===== config.mk =====
export PLATFORM = sky130hd
export DESIGN_NAME = lu_arbiter_flat
export DESIGN_NICKNAME = d
export VERILOG_FILES = /design/src/rtl/lu_arbiter_pkg.sv /design/src/rtl/lu_arbiter_if.sv /design/src/rtl/lu_arbiter_logical_unit.sv /design/src/rtl/lu_arbiter.sv /design/src/flat_wrapper.sv
export SDC_FILE = /design/constraint.sdc
export NUM_CORES = 1
export LEC_CHECK = 0
export ABC_AREA = 1
export CAP_MARGIN = 20
export CORE_MARGIN = 1
export CORE_UTILIZATION = 46
export CTS_BUF_LIST = sky130_fd_sc_hd__clkbuf_16
export DETAILED_ROUTE_END_ITERATION = 10
export PLACE_DENSITY_LB_ADDON = 0.05
export SLEW_MARGIN = 20
export SYNTH_ARGS = -nofsm -noshare
export SYNTH_HDL_FRONTEND = slang
export SYNTH_SLANG_ARGS = --single-unit

===== constraint.sdc =====
create_clock -name clk -period 3.05 [get_ports clk]
set_input_delay 0.61 -clock clk [delete_from_list [all_inputs] [get_ports clk]]
set_output_delay 0.61 -clock clk [all_outputs]
set_load 0.05 [all_outputs]

===== src/rtl/lu_arbiter_pkg.sv =====
// Shared definitions for the two-requester logical-unit arbiter:
// op-code constants, output-slot FSM encoding and the default datapath width.
package lu_arbiter_pkg;

    localparam int DATA_W_DEF = 32;

    // Operation select codes presented on reqX_sel
    typedef enum logic [1:0] {
        OP_XOR = 2'b00,
        OP_NOT = 2'b01,
        OP_OR  = 2'b10,
        OP_AND = 2'b11
    } op_e;

    // Output slot occupancy
    typedef enum logic {
        S_EMPTY = 1'b0,
        S_FULL  = 1'b1
    } slot_state_e;

endpackage


===== src/rtl/lu_arbiter_if.sv =====
// Bundle of the two request channels, the result channel and the transfer
// counter. The arbiter takes the slave view; the producer/consumer side
// takes the master view.
interface lu_arbiter_if #(
    parameter int DATA_W = lu_arbiter_pkg::DATA_W_DEF
);
    logic              req0_valid;
    logic              req0_ready;
    logic [1:0]        req0_sel;
    logic [DATA_W-1:0] req0_a;
    logic [DATA_W-1:0] req0_b;

    logic              req1_valid;
    logic              req1_ready;
    logic [1:0]        req1_sel;
    logic [DATA_W-1:0] req1_a;
    logic [DATA_W-1:0] req1_b;

    logic              res_valid;
    logic              res_ready;
    logic [DATA_W-1:0] res_data;
    logic              res_id;
    logic [15:0]       op_count;

    modport slave (
        input  req0_valid, req0_sel, req0_a, req0_b,
        input  req1_valid, req1_sel, req1_a, req1_b,
        input  res_ready,
        output req0_ready, req1_ready,
        output res_valid, res_data, res_id, op_count
    );

    modport master (
        output req0_valid, req0_sel, req0_a, req0_b,
        output req1_valid, req1_sel, req1_a, req1_b,
        output res_ready,
        input  req0_ready, req1_ready,
        input  res_valid, res_data, res_id, op_count
    );
endinterface


===== src/rtl/lu_arbiter_logical_unit.sv =====
// Combinational bitwise logic unit: XOR, NOT(A), OR, AND selected by sel.
module logical_unit
    import lu_arbiter_pkg::*;
#(
    parameter int DATA_W = DATA_W_DEF
) (
    input  logic [1:0]        sel,
    input  logic [DATA_W-1:0] a,
    input  logic [DATA_W-1:0] b,
    output logic [DATA_W-1:0] y
);

    // Pick the bitwise function for the current op code
    always_comb begin
        y = '0;
        case (sel)
            OP_XOR:  y = a ^ b;
            OP_NOT:  y = ~a;
            OP_OR:   y = a | b;
            OP_AND:  y = a & b;
            default: y = '0;
        endcase
    end

endmodule


===== src/rtl/lu_arbiter.sv =====
// Round-robin arbiter in front of a single logical unit. One granted request
// per cycle is evaluated and captured into a one-entry result slot; the slot
// can be drained and refilled on the same edge for full throughput.
module lu_arbiter
    import lu_arbiter_pkg::*;
#(
    parameter int DATA_W = DATA_W_DEF
) (
    input  logic        clk,
    input  logic        rst_n,
    lu_arbiter_if.slave bus
);

    slot_state_e       state;
    logic              last_grant;
    logic [DATA_W-1:0] res_data_q;
    logic              res_id_q;
    logic [15:0]       op_count_q;

    logic              slot_free;
    logic              pick0;
    logic              pick1;
    logic              grant0;
    logic              grant1;
    logic              grant_any;
    logic              res_xfer;
    logic [1:0]        mux_sel;
    logic [DATA_W-1:0] mux_a;
    logic [DATA_W-1:0] mux_b;
    logic [DATA_W-1:0] lu_y;

    // Grant decision: depends only on valids, pointer, slot state and res_ready,
    // never on operands. Held off while reset is asserted.
    always_comb begin
        slot_free = (state == S_EMPTY) || bus.res_ready;
        pick0     = bus.req0_valid && (!bus.req1_valid || last_grant);
        pick1     = bus.req1_valid && (!bus.req0_valid || !last_grant);
        grant0    = rst_n && slot_free && pick0;
        grant1    = rst_n && slot_free && pick1;
        grant_any = grant0 || grant1;
        res_xfer  = (state == S_FULL) && bus.res_ready;
    end

    // Steer the granted requester's operands into the logic unit
    always_comb begin
        mux_sel = grant1 ? bus.req1_sel : bus.req0_sel;
        mux_a   = grant1 ? bus.req1_a   : bus.req0_a;
        mux_b   = grant1 ? bus.req1_b   : bus.req0_b;
    end

    logical_unit #(.DATA_W(DATA_W)) u_lu (
        .sel (mux_sel),
        .a   (mux_a),
        .b   (mux_b),
        .y   (lu_y)
    );

    // Result slot FSM, round-robin pointer and transfer counter
    always_ff @(posedge clk) begin
        if (!rst_n) begin
            state      <= S_EMPTY;
            res_data_q <= '0;
            res_id_q   <= 1'b0;
            last_grant <= 1'b1;
            op_count_q <= 16'h0000;
        end else begin
            if (res_xfer)
                op_count_q <= op_count_q + 16'h0001;
            if (grant_any) begin
                state      <= S_FULL;
                res_data_q <= lu_y;
                res_id_q   <= grant1;
                last_grant <= grant1;
            end else if (res_xfer) begin
                state <= S_EMPTY;
            end
        end
    end

    assign bus.req0_ready = grant0;
    assign bus.req1_ready = grant1;
    assign bus.res_valid  = (state == S_FULL);
    assign bus.res_data   = res_data_q;
    assign bus.res_id     = res_id_q;
    assign bus.op_count   = op_count_q;

endmodule


===== src/flat_wrapper.sv =====
// flat-port wrapper written by rule: the top's interface ports become plain ports
module lu_arbiter_flat import lu_arbiter_pkg::*;
#(
    parameter int DATA_W = DATA_W_DEF
)
  (clk, rst_n, bus_req0_valid, bus_req0_sel, bus_req0_a, bus_req0_b, bus_req1_valid, bus_req1_sel, bus_req1_a, bus_req1_b, bus_res_ready, bus_req0_ready, bus_req1_ready, bus_res_valid, bus_res_data, bus_res_id, bus_op_count);
  lu_arbiter_if #(.DATA_W(DATA_W)) bus_i ();
  input  logic clk;
  input  logic rst_n;
  input wire logic [$bits(bus_i.req0_valid)-1:0] bus_req0_valid;
  input wire logic [$bits(bus_i.req0_sel)-1:0] bus_req0_sel;
  input wire logic [$bits(bus_i.req0_a)-1:0] bus_req0_a;
  input wire logic [$bits(bus_i.req0_b)-1:0] bus_req0_b;
  input wire logic [$bits(bus_i.req1_valid)-1:0] bus_req1_valid;
  input wire logic [$bits(bus_i.req1_sel)-1:0] bus_req1_sel;
  input wire logic [$bits(bus_i.req1_a)-1:0] bus_req1_a;
  input wire logic [$bits(bus_i.req1_b)-1:0] bus_req1_b;
  input wire logic [$bits(bus_i.res_ready)-1:0] bus_res_ready;
  output wire logic [$bits(bus_i.req0_ready)-1:0] bus_req0_ready;
  output wire logic [$bits(bus_i.req1_ready)-1:0] bus_req1_ready;
  output wire logic [$bits(bus_i.res_valid)-1:0] bus_res_valid;
  output wire logic [$bits(bus_i.res_data)-1:0] bus_res_data;
  output wire logic [$bits(bus_i.res_id)-1:0] bus_res_id;
  output wire logic [$bits(bus_i.op_count)-1:0] bus_op_count;
  assign bus_i.req0_valid = bus_req0_valid;
  assign bus_i.req0_sel = bus_req0_sel;
  assign bus_i.req0_a = bus_req0_a;
  assign bus_i.req0_b = bus_req0_b;
  assign bus_i.req1_valid = bus_req1_valid;
  assign bus_i.req1_sel = bus_req1_sel;
  assign bus_i.req1_a = bus_req1_a;
  assign bus_i.req1_b = bus_req1_b;
  assign bus_i.res_ready = bus_res_ready;
  assign bus_req0_ready = bus_i.req0_ready;
  assign bus_req1_ready = bus_i.req1_ready;
  assign bus_res_valid = bus_i.res_valid;
  assign bus_res_data = bus_i.res_data;
  assign bus_res_id = bus_i.res_id;
  assign bus_op_count = bus_i.op_count;
  lu_arbiter #(.DATA_W(DATA_W)) u_core (.clk(clk), .rst_n(rst_n), .bus(bus_i));
endmodule

# == Yosys cells after proc, flatten, opt, wreduce, memory -nomap -nowiden ==
# Cells that the tools add are included.
# classes
bitwise,5
n_reduce_logical,15
n_eq_ne,3
mux,6
n_addsub,1
# ops
operator,n
$pmux 32 s4,1
$mux 32,2
$and 32x32->32,1
$not 32->32,1
$or 32x32->32,1
$xor 32x32->32,1
$add 16x1->16 const B,1
$logic_and 1x1->1,6
$eq 2x2->1 const B,2
$logic_or 1x1->1,4
$logic_not 1->1,3
$eq 2x1->1 const B,1
$logic_not 2->1,1
$mux 1,2
$mux 2,1
$reduce_bool 2->1,1
$not 1->1,1
# totals
in_bits,137
reg_bits,51
word_cells,35
output_inout_bits,52

# == Depth between registers and ports, before layout ==
# Gate-level depths: netlist of run 1.
# depth
ltp_word,7
depth_mapped,16
depth_no_buf,13

# == By module ==
# From an unflattened synthesis of run 1, not the netlist that was laid out.
# hier_totals
hier_cells,860
hier_area_um2,4951.0
# by_module_without_submodules
mod,cells_each,seq_area_each_um2,area_per_inst_um2,instances
lu_arbiter,498,1021.0,2856.5,1
logical_unit,362,0.0,2094.5,1

# == Worst setup path after synthesis of run 1 ==
# No wires, ideal clock.
# synth_path
kind,input port to flip-flop
start,input port rst_n
end,register u_core.res_data_q[11] (netlist: u_core.bus.res_data[11])
stages,12
n_path_buf,4
setup_time_ns,0.120
t_required_ns,2.930
arrival_ns,2.212
path_slack_ns,0.718
path_cell_list,buf_6 -> inv_4 -> a21oi_2 -> buf_6 -> nand2_4 -> buf_6 -> buf_2 -> o21ai_0 -> ha_1 -> or2_2 -> nand2_1 -> a21oi_1
# synth_between
elab_chain_cells,5
elab_cells_between_ends,16
cone_classes,3 x eq/ne; 4 x mux; 4 x bitwise; 5 x reduce/logical
# synth_lines
element,line_no,text
from (decl),flat_wrapper.sv:9,input logic rst_n;
$logic_and 1x1->1,"lu_arbiter.sv:38, lu_arbiter.sv:39",
$logic_and 1x1->1,lu_arbiter.sv:39,grant1 = rst_n && slot_free && pick1;
$mux 2 (tied with other cells),lu_arbiter.sv:46,mux_sel = grant1 ? bus.req1_sel : bus.req0_sel;
$eq 2x2->1 (tied with other cells),lu_arbiter_logical_unit.sv:16,case (sel)
$pmux 32 s4,lu_arbiter_logical_unit.sv:16,
to (signal assigned),lu_arbiter.sv:71,res_data_q <= lu_y;
to (decl),lu_arbiter.sv:16,logic [DATA_W-1:0] res_data_q;
# Parallel ways exist; a longest one is shown, timed or not.
# A chain may end at the register's enable or synchronous reset.

# == Final worst setup path of run 1 ==
# layout_path
start,input port rst_n
end,output port bus_req0_ready
# layout_between
elab_chain_cells,2
# layout_lines
element,line_no,text
$logic_and 1x1->1 (2 in series),lu_arbiter.sv:38,grant0 = rst_n && slot_free && pick0;
to (decl),flat_wrapper.sv:19,output wire logic [$bits(bus_i.req0_ready)-1:0] bus_req0_ready;
# Every way passes these cells.

==> results of run 1 <==
-- critical path, delay by kind of cell --
kind | cells | cell delay (ns)
AOI/OAI and AO/OA | 1 | 0.18
buffers and inverters | 5 | 1.14
and+or+nand+nor | 1 | 0.17
-- power by group --
part	leakage, uW	internal [uW]	total (uW)	switching (uW)
registers	0.000417	711	740	28.6
logic	0.00328	449	1070	622
clock network	0.0000844	393	678	285
total	0.00378	1550	2490	935
-- metal layers --
layer,global-route usage [%],up-vias,routed length (um)
met5,0,-,0
met4,6.85,0,263
met3,3.69,20,1110
met2,50.3,225,7380
met1,35.3,2564,6880
li1,-,3109,-
-- layout make-up --
cell class                      count  share of cell area, %
Clock inverter                      3                  0.652
Sequential cell                    51                   14.0
Inverter                          195                   10.1
Clock buffer                        5                   1.71
Tap cell                          140                   2.40
Multi-Input combinational cell    611                   42.3
Timing Repair Buffer              210                   28.8
-- cell usage in the layout (no fill, tap or decap), types with 3 or more instances in the layout --
master and n:
xor2_1 4, nor2_1 27, nand2_2 4, nor3_1 5, buf_4 19, nand2_1 286
dfxtp_1 51, inv_2 3, nand2_4 3, clkbuf_16 5, or2_2 3, o21ai_0 64
a21oi_1 35, nand3_1 98, buf_12 5, o21ai_1 8, ha_1 34, clkdlybuf4s50_1 186
inv_1 190, o21bai_1 27
-- flip-flops by register name (all words and copies together), names as in the netlist --
signal                flops
u_core.bus.op_count      16
u_core.bus.res_valid      1
u_core.bus.res_id         1
u_core.last_grant         1
u_core.bus.res_data      32
-- cell families after synthesis --
group / Yosys count / synth area share (%)
compound gates: 138 / 15.1
xor+xnor: 4 / 0.687
fa+ha+maj: 34 / 8.35
buf+inv: 241 / 19.5
flops: 51 / 20.0
simple gates: 435 / 36.3
-- metrics by stage --
stage | area [um2] | utilization, % | worst slack (ns) | std cells
floorplan | 5100 | - | 0.718 | 903
global placement | 7120 | 65.7 | 0.157 | 1207
detailed placement | 7120 | 65.7 | 0.0624 | 1207
CTS | 7300 | 67.3 | 0.320 | 1215
global route | 7300 | 67.3 | 0.134 | 1215
finish | 7300 | 67.3 | 0.335 | 1215
-- final timing paths --
path                                       start                              endpoint  slack [ns]  cells after the start
min reg2reg  u_core.bus.res_data[7]$_SDFFE_PN0P_   u_core.bus.res_data[7]$_SDFFE_PN0P_        0.46                      2
max reg2reg       u_core.last_grant$_SDFFE_PN1P_  u_core.bus.res_data[30]$_SDFFE_PN0P_        0.77                     10
max                                        rst_n                        bus_req0_ready        0.33                      7
min          u_core.bus.res_data[7]$_SDFFE_PN0P_   u_core.bus.res_data[7]$_SDFFE_PN0P_        0.46                      2
==> metrics.md, run 1 <==
| Metric | Value |
|---|---|
| Status | `finished, violations left` |
| Failing checks | `DRC` |
| RD Place Congestion | `0.832` |
| RSZ-0062 raised after global routing | `false` |
| Multi-input logic area | `3090 um2` |
| Antenna-violating nets left | `0` |
| Syn Area/Cell | `5.64 um2` |
| Arr. time, crit path | `2.11 ns` |
| CP max-delay cell | `clkdlybuf4s50_1` |
| Hold Crit Class | `reg -> reg` |
| Buffers on Ports | `188` |
| Vias in the first global route | `5501` |
| Hold buffers post-CTS | `0` |
| Area delta synth->final | `43.1%` |
| Crit path top cell by count | `buf_12` |
| Seq/Total Area, Yosys | `20.0%` |
| CTS max path bufs | `2` |
| Largest net degree at the start of global routing | `36` |
| Vias | `5918` |
| Final hold vios | `0` |
| Yosys reg bits | `51` |
| Routed wire per std cell | `12.9 um` |
| Starting density of the core | `47.0%` |
| Fin nets | `1245` |
| Post-Syn Nets | `1074` |
| Setup TNS | `0 ns` |
| Sink Count | `51` |
| Die X | `107 um` |
| Total Routed Length | `15.6 mm` |
| Drt via density | `4.87` |
| First-pass GRT wire length | `25.8 mm` |
| Pwr dens | `341 nW/um2` |
| Max Cap Violations | `0` |
| I/O pin count | `189` |
| Crit end category | `primary output` |
| Minimum clock period | `2.72 ns` |
| Crit path required time | `2.44 ns` |
| Final Max Tran Viols | `0` |
| Clk slew on worst S/H paths | `0.07 ns` |
| Post-DP HPWL | `11.5 mm` |
| CTS buffer count | `5` |
| Max incr delay on CP | `0.59 ns` |
| Core area | `10800 um2` |
| Synth cell types | `35` |
| Skew-Pair Late Insertion Delay | `0.30 ns` |
| CP Max Fanout | `28` |
| Row cnt | `38` |
| Peak supply drop | `0.259 mV` |
| Most instantiated cells after synthesis | `nand2_1, inv_1, nand3_1, o21ai_0, dfxtp_1` |
| Slew headroom | `31.8%` |
| Initial DRC count | `281` |
| DIE HEIGHT | `107 um` |
| CTS root buf | `clkbuf_16` |
| Register area | `1020 um2` |
| Synth top area share | `21.1%` |
| Most used flip-flop cell after synthesis | `dfxtp_1` |
| Setup violations, final | `0` |
| GRT Residual Overflow | `0` |
| Pre-antenna DRT Iters | `8` |
| Gr usage total | `28.1%` |
| Final hold slack | `0.465 ns` |
| Largest cells by area after synthesis | `nand2_1, dfxtp_1, inv_1` |
| Initial antenna violation count | `0` |
| Post-CTS setup buffer count | `0` |
| Leakage | `0.00378 uW` |
| Startpoint types | `input pin` |
| CTS tree | `yes` |
| Fill cell count | `1042` |
| Die ar. | `11500 um2` |
| H-tree depth | `2` |
| Layout cells sized above 1 | `4.74%` |
| Syn. warnings | `0` |
| Fmax | `368 MHz` |
| Cell area after synthesis | `5100 um2` |
| Most frequent cell after synthesis | `nand2_1` |
| Tcrit/Tclk final | `89.0%` |
| DRC | `1` |
| Synth area leader | `nand2_1` |
| Post-synth EDFFs | `0` |
| FFs w/ async S/R, synth | `0%` |
| Clk_skew | `0.00636 ns` |
| CTS resizes | `0` |
| Synthesized instance count | `903` |
| Crit Path Class | `in -> out` |
| Worst-margin pin slew | `1.02 ns` |
| Pwr Total | `2490 uW` |
| # diodes | `0` |
| CP Cell Sequence | `clkdlybuf4s50_1 -> inv_4 -> a21oi_4 -> buf_12 -> nand3_1 -> inv_1 -> buf_12` |
(Power assumes the default switching activity.)
==> inputs of run 2 (changes only) <==
PLACE_DENSITY = 0.85   (was unset)
PLACE_DENSITY_LB_ADDON = unset   (was 0.05)
==> metrics.md, run 2 (synthesis results as in run 1) <==
| Metric | Value |
|---|---|
| Status | `finished, final reports clean (was finished, violations left)` |
| Max Cap Violations | `0 (unchanged)` |
| Final hold slack | `0.467 ns (was 0.465 ns)` |
| Crit Path Class | `in -> reg (was in -> out)` |
| I/O pin count | `189 (unchanged)` |
| Crit end category | `flop (was primary output)` |
| Setup violations, final | `0 (unchanged)` |
| Max FFs per register | `32 (unchanged)` |
| Worst-margin pin slew | `0.628 ns (was 1.02 ns)` |
| Fin nets | `1251 (was 1245)` |
| Skew-Pair Late Insertion Delay | `0.29 ns (was 0.30 ns)` |
| Most common cell after layout, fill and taps aside | `nand2_1 (unchanged)` |
| Row cnt | `38 (unchanged)` |
| # diodes | `0 (unchanged)` |
| CTS max path bufs | `2 (unchanged)` |
| DRC | `0 (was 1)` |
| Hold buffers post-CTS | `0 (unchanged)` |
| CP max-delay cell | `clkdlybuf4s50_1 (unchanged)` |
| Place WS | `-0.0203 ns (was 0.0624 ns)` |
| Initial antenna violation count | `0 (unchanged)` |
| RD Place Congestion | `0.880 (was 0.832)` |
| Vias in the first global route | `5607 (was 5501)` |
| Die X | `107 um (unchanged)` |
| First-pass GRT wire length | `25.5 mm (was 25.8 mm)` |
| Leakage | `0.00379 uW (was 0.00378 uW)` |
| Sink Count | `51 (unchanged)` |
| Initial DRC count | `355 (was 281)` |
| Arr. time, crit path | `2.89 ns (was 2.11 ns)` |
| Final core occ | `67.3% (about the same)` |
| Hold Path Cell Cnt | `2 (unchanged)` |
| Hold Crit Class | `reg -> reg (unchanged)` |
| Slew headroom | `58.0% (was 31.8%)` |
| Routed wire per std cell | `12.8 um (was 12.9 um)` |
| Area delta synth->final | `43.1% (about the same)` |
| H-tree depth | `2 (unchanged)` |
| Largest net degree at the start of global routing | `36 (unchanged)` |
| Gr usage total | `27.8% (was 28.1%)` |
| Startpoint types | `input pin (unchanged)` |
| Final Worst Setup Slack | `0.321 ns (was 0.335 ns)` |
| CTS root buf | `clkbuf_16 (unchanged)` |
| Starting density of the core | `47.0% (unchanged)` |
| Core area | `10800 um2 (unchanged)` |
| Buffers on Ports | `188 (unchanged)` |
| Antenna-violating nets left | `0 (unchanged)` |
| Drt via density | `4.97 (was 4.87)` |
| Crit path required time | `3.22 ns (was 2.44 ns)` |
| Tcrit/Tclk final | `89.5% (was 89.0%)` |
| Layout cells sized above 1 | `5.27% (was 4.74%)` |
| Max incr delay on CP | `0.57 ns (was 0.59 ns)` |
| CTS resizes | `0 (unchanged)` |
| CP Max Fanout | `20 (was 28)` |
| Clk slew on worst S/H paths | `0.08 ns (was 0.07 ns)` |
| R2R Setup Slk | `0.83 ns (was 0.77 ns)` |
| Peak supply drop | `0.334 mV (was 0.259 mV)` |
| CTS buffer count | `5 (unchanged)` |
| Pwr dens | `331 nW/um2 (was 341 nW/um2)` |
| CTS tree | `yes (unchanged)` |
| GRT Residual Overflow | `0 (unchanged)` |
| Vias | `6073 (was 5918)` |
| Hold Crit Endpoint | `u_core.bus.res_data[8]$_SDFFE_PN0P_ (was u_core.bus.res_data[7]$_SDFFE_PN0P_)` |
| Worst r2r dst | `u_core.bus.res_data[4]$_SDFFE_PN0P_ (was u_core.bus.res_data[30]$_SDFFE_PN0P_)` |
| Final hold vios | `0 (unchanged)` |
| Clk_skew | `0.00559 ns (was 0.00636 ns)` |
| Fmax | `366 MHz (was 368 MHz)` |
| Minimum clock period | `2.73 ns (was 2.72 ns)` |
| Pwr Total | `2420 uW (was 2490 uW)` |
| Total Routed Length | `15.7 mm (was 15.6 mm)` |
| R2R Path Start | `u_core.last_grant$_SDFFE_PN1P_ (unchanged)` |
| Worst r2r path cells | `12 (was 10)` |
| Fin area | `7290 um2 (was 7300 um2)` |
| Post-CTS setup buffer count | `0 (unchanged)` |
| Post-DP HPWL | `11.8 mm (was 11.5 mm)` |
| Final Max Tran Viols | `0 (unchanged)` |
| DP Area | `7140 um2 (was 7120 um2)` |
| RSZ-0062 raised after global routing | `false (unchanged)` |
| Commonest non-fill, non-tap cells in the layout | `nand2_1, inv_1, clkdlybuf4s50_1, nand3_1, o21ai_0 (unchanged)` |
| DIE HEIGHT | `107 um (unchanged)` |
| CP Cell Sequence | `clkdlybuf4s50_1 -> inv_4 -> a21oi_2 -> nand2_4 -> buf_4 -> nand2_1 -> nand2_4 -> buf_4 -> o21ai_0 -> nand3_1 -> nand2_1 -> a21oi_1 (was clkdlybuf4s50_1 -> inv_4 -> a21oi_4 -> buf_12 -> nand3_1 -> inv_1 -> buf_12)` |
| Worst Min Path Start | `u_core.bus.res_data[8]$_SDFFE_PN0P_ (was u_core.bus.res_data[7]$_SDFFE_PN0P_)` |
| Die ar. | `11500 um2 (unchanged)` |
| Pre-antenna DRT Iters | `5 (was 8)` |
run 2: area by class of cell:
type | instances | area [um2]
fillers | 986 | 3550
clock inverters | 3 | 26.3
multi-input cells | 611 | 3090
inverters | 195 | 734
clock buffers | 5 | 125
well taps | 140 | 175
repair buffers | 216 | 2120
flip-flops and latches | 51 | 1020
run 2: power breakdown:
group,internal [uW],total (uW),switching (uW)
Sequential,711,741,29.4
Clock,313,595,282
Combinational,450,1080,630
Total,1470,2420,942
run 2: layer usage:
layer | global-route usage [%] | share of wire, % | wire (um) | vias to the layer above
li1 | - | - | - | 3125
met1 | 34.1 | 43 | 6750 | 2668
met2 | 48.4 | 47 | 7400 | 245
met3 | 4.78 | 7.5 | 1180 | 35
met4 | 10.2 | 2.3 | 362 | 0
met5 | 0 | 0 | 0 | -
run 2: worst max path at each step:
stage | end | startpoint | cells past startpoint | slack [ns]
floorplan | u_core.bus.res_data[11]$_SDFFE_PN0P_ | rst_n | 12 | 0.72
global placement | u_core.bus.res_data[29]$_SDFFE_PN0P_ | rst_n | 11 | 0.09
detailed placement | u_core.bus.res_data[29]$_SDFFE_PN0P_ | rst_n | 11 | -0.02
CTS | u_core.bus.res_data[4]$_SDFFE_PN0P_ | rst_n | 11 | 0.22
global route | u_core.bus.res_data[4]$_SDFFE_PN0P_ | rst_n | 12 | 0.17
finish | u_core.bus.res_data[4]$_SDFFE_PN0P_ | rst_n | 12 | 0.32
run 2: per-stage QoR:
stage	setup TNS (ns)	std cells
after floorplan	0	903
after CTS	0	1221
after global routing	0	1221
final	0	1221
after global placement	0	1213
after detailed placement	-0.0205	1213
run 2: critical path, delay by kind of cell:
kind / cells / cell delay, ns
AOI/OAI and AO/OA: 3 / 0.57
buffers and inverters: 4 / 1.06
and+or+nand+nor: 5 / 0.65
